--- src/rtl/adder4_sequencer_pkg.sv ---
// Shared types and defaults for the 4-bit adder front-end sequencer.
// The request struct documents the FIFO entry layout: {a, b}, a in the upper half.
package adder4_sequencer_pkg;

  localparam int DEF_WIDTH = 4;
  localparam int DEF_DEPTH = 4;

  typedef enum logic [2:0] {
    S_IDLE   = 3'd0,
    S_SETUP  = 3'd1,
    S_PULSE  = 3'd2,
    S_WAIT   = 3'd3,
    S_RESULT = 3'd4
  } state_t;

  typedef struct packed {
    logic [DEF_WIDTH-1:0] a;
    logic [DEF_WIDTH-1:0] b;
  } req_t;

endpackage

--- src/rtl/sync_fifo.sv ---
// Small synchronous FIFO with extra-bit pointers for full/empty; head is read combinationally.
// Pushes while full and pops while empty are ignored.
module sync_fifo #(
  parameter int WIDTH = 8,
  parameter int DEPTH = 4
) (
  input  logic             clk,
  input  logic             rst,
  input  logic             push,
  input  logic             pop,
  input  logic [WIDTH-1:0] din,
  output logic [WIDTH-1:0] dout,
  output logic             full,
  output logic             empty
);

  localparam int AW = $clog2(DEPTH);

  logic [WIDTH-1:0] mem [DEPTH];
  logic [AW:0]      wr_ptr;
  logic [AW:0]      rd_ptr;
  logic             do_push;
  logic             do_pop;

  assign do_push = push & ~full;
  assign do_pop  = pop & ~empty;
  assign empty   = (wr_ptr == rd_ptr);
  assign full    = (wr_ptr[AW] != rd_ptr[AW]) && (wr_ptr[AW-1:0] == rd_ptr[AW-1:0]);
  assign dout    = mem[rd_ptr[AW-1:0]];

  always_ff @(posedge clk) begin
    if (rst) begin
      wr_ptr <= '0;
      rd_ptr <= '0;
    end else begin
      if (do_push) wr_ptr <= wr_ptr + (AW+1)'(1);
      if (do_pop)  rd_ptr <= rd_ptr + (AW+1)'(1);
    end
  end

  always_ff @(posedge clk) begin
    if (do_push) mem[wr_ptr[AW-1:0]] <= din;
  end

endmodule

--- src/rtl/adder4_sequencer.sv ---
// Queues operand pairs and issues them one at a time to the gate-level adder over
// its start/done handshake, returning each sum with mismatch and timeout flags.
module adder4_sequencer
  import adder4_sequencer_pkg::*;
#(
  parameter int WIDTH        = DEF_WIDTH,
  parameter int DEPTH        = DEF_DEPTH,
  parameter int SETUP_CYCLES = 2,
  parameter int TIMEOUT      = 255
) (
  input  logic             clk,
  input  logic             rst,
  input  logic             in_valid,
  output logic             in_ready,
  input  logic [WIDTH-1:0] in_a,
  input  logic [WIDTH-1:0] in_b,
  output logic             out_valid,
  input  logic             out_ready,
  output logic [WIDTH-1:0] out_z,
  output logic             out_mismatch,
  output logic             out_timeout,
  output logic [WIDTH-1:0] add_a,
  output logic [WIDTH-1:0] add_b,
  output logic             add_start,
  input  logic             add_done,
  input  logic [WIDTH-1:0] add_s,
  output logic             busy
);

  localparam int CW = $clog2(TIMEOUT + 1);

  state_t             state;
  logic [CW-1:0]      cnt;
  logic [WIDTH-1:0]   golden_sum;
  logic               d1, d2, d3;
  logic               done_rise;
  logic               fifo_pop;
  logic               fifo_full;
  logic               fifo_empty;
  logic [2*WIDTH-1:0] fifo_dout;

  assign fifo_pop  = (state == S_IDLE) && !fifo_empty;
  assign in_ready  = !fifo_full;
  assign out_valid = (state == S_RESULT);
  assign busy      = (state != S_IDLE) || !fifo_empty;
  assign done_rise = d2 & ~d3;

  sync_fifo #(.WIDTH(2*WIDTH), .DEPTH(DEPTH)) u_fifo (
    .clk   (clk),
    .rst   (rst),
    .push  (in_valid),
    .pop   (fifo_pop),
    .din   ({in_a, in_b}),
    .dout  (fifo_dout),
    .full  (fifo_full),
    .empty (fifo_empty)
  );

  // d3 tracks d2 continuously, so a done level left high by the previous operation never looks like an edge.
  always_ff @(posedge clk) begin
    if (rst) begin
      d1 <= 1'b0;
      d2 <= 1'b0;
      d3 <= 1'b0;
    end else begin
      d1 <= add_done;
      d2 <= d1;
      d3 <= d2;
    end
  end

  always_ff @(posedge clk) begin
    if (rst) begin
      state        <= S_IDLE;
      cnt          <= '0;
      add_a        <= '0;
      add_b        <= '0;
      golden_sum   <= '0;
      add_start    <= 1'b0;
      out_z        <= '0;
      out_mismatch <= 1'b0;
      out_timeout  <= 1'b0;
    end else begin
      case (state)
        S_IDLE: begin
          if (!fifo_empty) begin
            add_a      <= fifo_dout[2*WIDTH-1:WIDTH];
            add_b      <= fifo_dout[WIDTH-1:0];
            golden_sum <= fifo_dout[2*WIDTH-1:WIDTH] + fifo_dout[WIDTH-1:0];
            cnt        <= '0;
            state      <= S_SETUP;
          end
        end
        S_SETUP: begin
          if (cnt == CW'(SETUP_CYCLES - 1)) begin
            cnt   <= '0;
            state <= S_PULSE;
          end else begin
            cnt <= cnt + CW'(1);
          end
        end
        S_PULSE: begin
          add_start <= 1'b1;
          state     <= S_WAIT;
        end
        // Abort after TIMEOUT cycles so a dead adder cannot wedge the queue.
        S_WAIT: begin
          if (done_rise) begin
            out_z        <= add_s;
            out_mismatch <= (add_s != golden_sum);
            out_timeout  <= 1'b0;
            add_start    <= 1'b0;
            state        <= S_RESULT;
          end else if (cnt == CW'(TIMEOUT - 1)) begin
            out_z        <= '0;
            out_mismatch <= 1'b0;
            out_timeout  <= 1'b1;
            add_start    <= 1'b0;
            state        <= S_RESULT;
          end else begin
            cnt <= cnt + CW'(1);
          end
        end
        S_RESULT: begin
          if (out_ready) state <= S_IDLE;
        end
        default: state <= S_IDLE;
      endcase
    end
  end

endmodule

--- config.mk ---
export PLATFORM = sky130hd
export DESIGN_NAME = adder4_sequencer
export DESIGN_NICKNAME = d
export VERILOG_FILES = /design/src/rtl/adder4_sequencer_pkg.sv /design/src/rtl/sync_fifo.sv /design/src/rtl/adder4_sequencer.sv
export SDC_FILE = /design/constraint.sdc
export NUM_CORES = 1
export LEC_CHECK = 0
export ABC_AREA = 1
export ABC_CLOCK_PERIOD_IN_PS = 2000
export CORE_AREA = 10 10 94 96
export DETAILED_ROUTE_END_ITERATION = 16
export DIE_AREA = 0 0 104 106
export PLACE_DENSITY = 0.81
export REMOVE_ABC_BUFFERS = 1
export SYNTH_ARGS = -nofsm -noshare
export SYNTH_HDL_FRONTEND = slang
export SYNTH_HIERARCHICAL = 1
export SYNTH_SLANG_ARGS = --single-unit
--- constraint.sdc ---
create_clock -name clk -period 2 [get_ports clk]
set_clock_uncertainty 0.05 [all_clocks]
set_input_delay 0.4 -clock clk [delete_from_list [all_inputs] [get_ports clk]]
set_output_delay 0.4 -clock clk [all_outputs]
set_load 0.03 [all_outputs]
==> impl_metrics.yaml <==
timing:
  fin_crit_sh: 0.962
  fmax_ghz: 0.520
  relSlewSlack: 0.757
  worst_pin_slew_ps: 361
  setup_viol: 0
  hold_violations: 0
  rsz0062_at_grt: "true"
  finalMaxSlewViolations: 0
  timing.final.crit_period_ps: 1920
  fin_hold_ws_ps: 362
  tns_ps: 0
  setup_ws_ps: 75.7
finish:
  fin_area_sq_um: 4190
  fin_util: 0.593
  num-nets-final: 469
  mostFrequentLayoutCell: "nand2_1"
  fin_cells: 544
  drive_gt1_frac: 0.171
  syn_to_final_growth_pct: 21.5
  layout_common_cells: "71 x nand2_1, 45 x nor2_1, 40 x inv_1"
  diodes: 0
synth:
  netlist.top_cell.by_area: "edfxtp_1"
  syn_inst: 389
  netlist_area_sq_um: 3440
  synthTopCellsByArea: "edfxtp_1 28%, dfxtp_1 24%, nand2_1 7.7%"
  synth_top_area_frac: 0.279
  ys_seq_area_frac: 0.517
  yosysWarnings: 6
  syn_area_per_cell_sq_um: 8.85
  yosys.cell_types.count: 32
  ys_ff_latch: 73
grt:
  grt_antenna_before_repair: 0
  grt_usage: 0.129
  grt.overflow.total: 0
  grt_pass1_vias: 2580
  grt_max_degree: 23
  grt_pass1_wl_um: 11900
placement:
  pre_cts_ws_ps: -14.1
  placed_cells: 525
  place_area_sq_um: 3920
  dp_hpwl_um: 5330
  gp_congestion: 0.880
  port_buffers: 34
pwr:
  pwr_density_cell_nw_per_um2: 1270
  irDropWorstVdd_mv: 0.588
  power.switching_mw: 2.08
  leakage_nw: 1.65
  combinationalPowerShare: 0.417
  intPower_mw: 3.25
  p_seq_frac: 0.369
  switching_share: 0.390
  pwr-share-clk: 0.214
  totalPowerFinal_mw: 5.33
detailed_routing:
  routed_wl_um: 7210
  drcViolationCount: 0
  drt-initial-drc-count: 131
  drtAntennaViolNets: 0
  vias: 2692
  wire_per_inst_um: 13.2
  dr.pass1.iters: 4
  viasPerCell: 4.95
min_path:
  hp-class: "flop to flop"
  hold_path_startpoint: "d1"
clock_network:
  cts-root-buf: "clkbuf_8"
  ctsHoldBuffers: 0
  cts_tree: "done"
  cts.clk_slew.worst_paths_ps: 80
  clock-sinks: 73
  cts_buffers: 9
  max-clock-path-buffers: 2
  worstSkewPairLatency_ps: 350
  htree_num_levels: 3
setup_path:
  startpoint_type: "flop"
  arrival_ps: 2170
  cp_cell_sequence: "inv_4, o21ai_0, o22ai_1, ha_1, inv_1, fa_1, xnor2_2, nand2_2, a21oi_2"
  crit_family: "adder cells"
  crit_buf_inv: 2
  slowest_delay_ps: 410
  path_max_fanout: 16
  endpoint_kind: "flop"
  worst_path_max_delay_cell: "fa_1"
  worstPathRequired_ps: 2250
  critical_path_class: "flop to flop"
floorplan:
  core.rowCount: 31
  ioPinCount: 35
  die_area_sq_um: 11000
  start_util: 0.488
  core_sq_um: 7060
  die_y_um: 106
  die_w_um: 104
status:
  status: "completed"
run:
  maxCapViolCount: 0
[worst reg2reg max path, stage by stage (launching register included)]
cell and delay [ps]:
dfxtp_4 370, inv_4 130, o21ai_0 90, o22ai_1 190, ha_1 210, inv_1 60
fa_1 410, xnor2_2 160, nand2_2 80, a21oi_2 110
[cell type report]
type	instances	area (sq um)
clock inverters	6	67.6
fillers	612	2870
clock buffers	10	128
well taps	99	124
multi-input cells	261	1450
repair buffers	47	435
inverters	48	190
flip-flops and latches	73	1790
[timing repair]
action	4_1_cts	5_1_grt
endpoints found under the setup margin	3	3
gates resized for setup	8	11
buffers inserted	0	3
pin swaps	0	4
[registers in the layout, summed over array words and instances (netlist names), named ones only]
register	count
u_fifo/wr_ptr	3
u_fifo/mem	32
golden_sum	4
add_start	1
state	3
d1	1
out_timeout	1
u_fifo/rd_ptr	3
add_a	4
add_b	4
d2	1
out_mismatch	1
out_z	4
cnt	8
d3	1
[per-layer routing]
metal | wire [um] | up-vias | track usage
li1 | - | 1388 | -
met1 | 3070 | 1220 | 0.146
met2 | 3660 | 73 | 0.225
met3 | 384 | 11 | 0.0429
met4 | 97 | 0 | 0.0437
met5 | 0 | - | 0
[worst paths after layout]
kind / to / slack (ps) / cells past startpoint
worst max-delay path: golden_sum[2] / 80 / 9
worst min-delay path: d2 / 360 / 2
worst max register to register: golden_sum[2] / 80 / 9
worst min register to register: d2 / 360 / 2
[cell usage after synthesis]
| cell type | instances |
|---|---|
| a21oi_2 | 6 |
| nand3_4 | 2 |
| a211oi_1 | 1 |
| edfxtp_1 | 32 |
| nand2_4 | 2 |
| clkinv_4 | 1 |
| nand3_1 | 27 |
| inv_1 | 44 |
| a21oi_1 | 27 |
| fa_1 | 1 |
| inv_4 | 1 |
| nand2_1 | 71 |
| dfxtp_1 | 41 |
| nor2_4 | 2 |
| or2_1 | 1 |
| nor2_1 | 45 |
| buf_4 | 1 |
| o21a_1 | 1 |
| ha_1 | 11 |
| buf_12 | 1 |
| nand2_2 | 15 |
| nor3_1 | 2 |
| nand4_1 | 4 |
| o22ai_1 | 8 |
| o21ai_0 | 23 |
| clkbuf_1 | 3 |
| buf_6 | 2 |
| o21bai_1 | 1 |
| nor2_2 | 1 |
| xor2_1 | 3 |
| xnor2_1 | 7 |
| inv_2 | 2 |
[kinds of logic after synthesis]
group / Yosys count / synth area share
simple gates: 172 / 0.230
flops: 73 / 0.517
compound gates: 67 / 0.109
buf+inv: 55 / 0.0723
fa+ha+maj: 12 / 0.0458
xor+xnor: 10 / 0.0254
[power groups by stage]
stage / Combinational, mW / Sequential, mW / Clock [mW]
after floorplan: 1.29 / 2.12 / 0
after detailed placement: 2.07 / 1.98 / 0
after global routing: 2.46 / 2.00 / 1.23
after global placement: 2.01 / 1.97 / 0
final: 2.22 / 1.97 / 1.14
after CTS: 2.10 / 1.96 / 1.17
(Power assumes the default switching activity.)
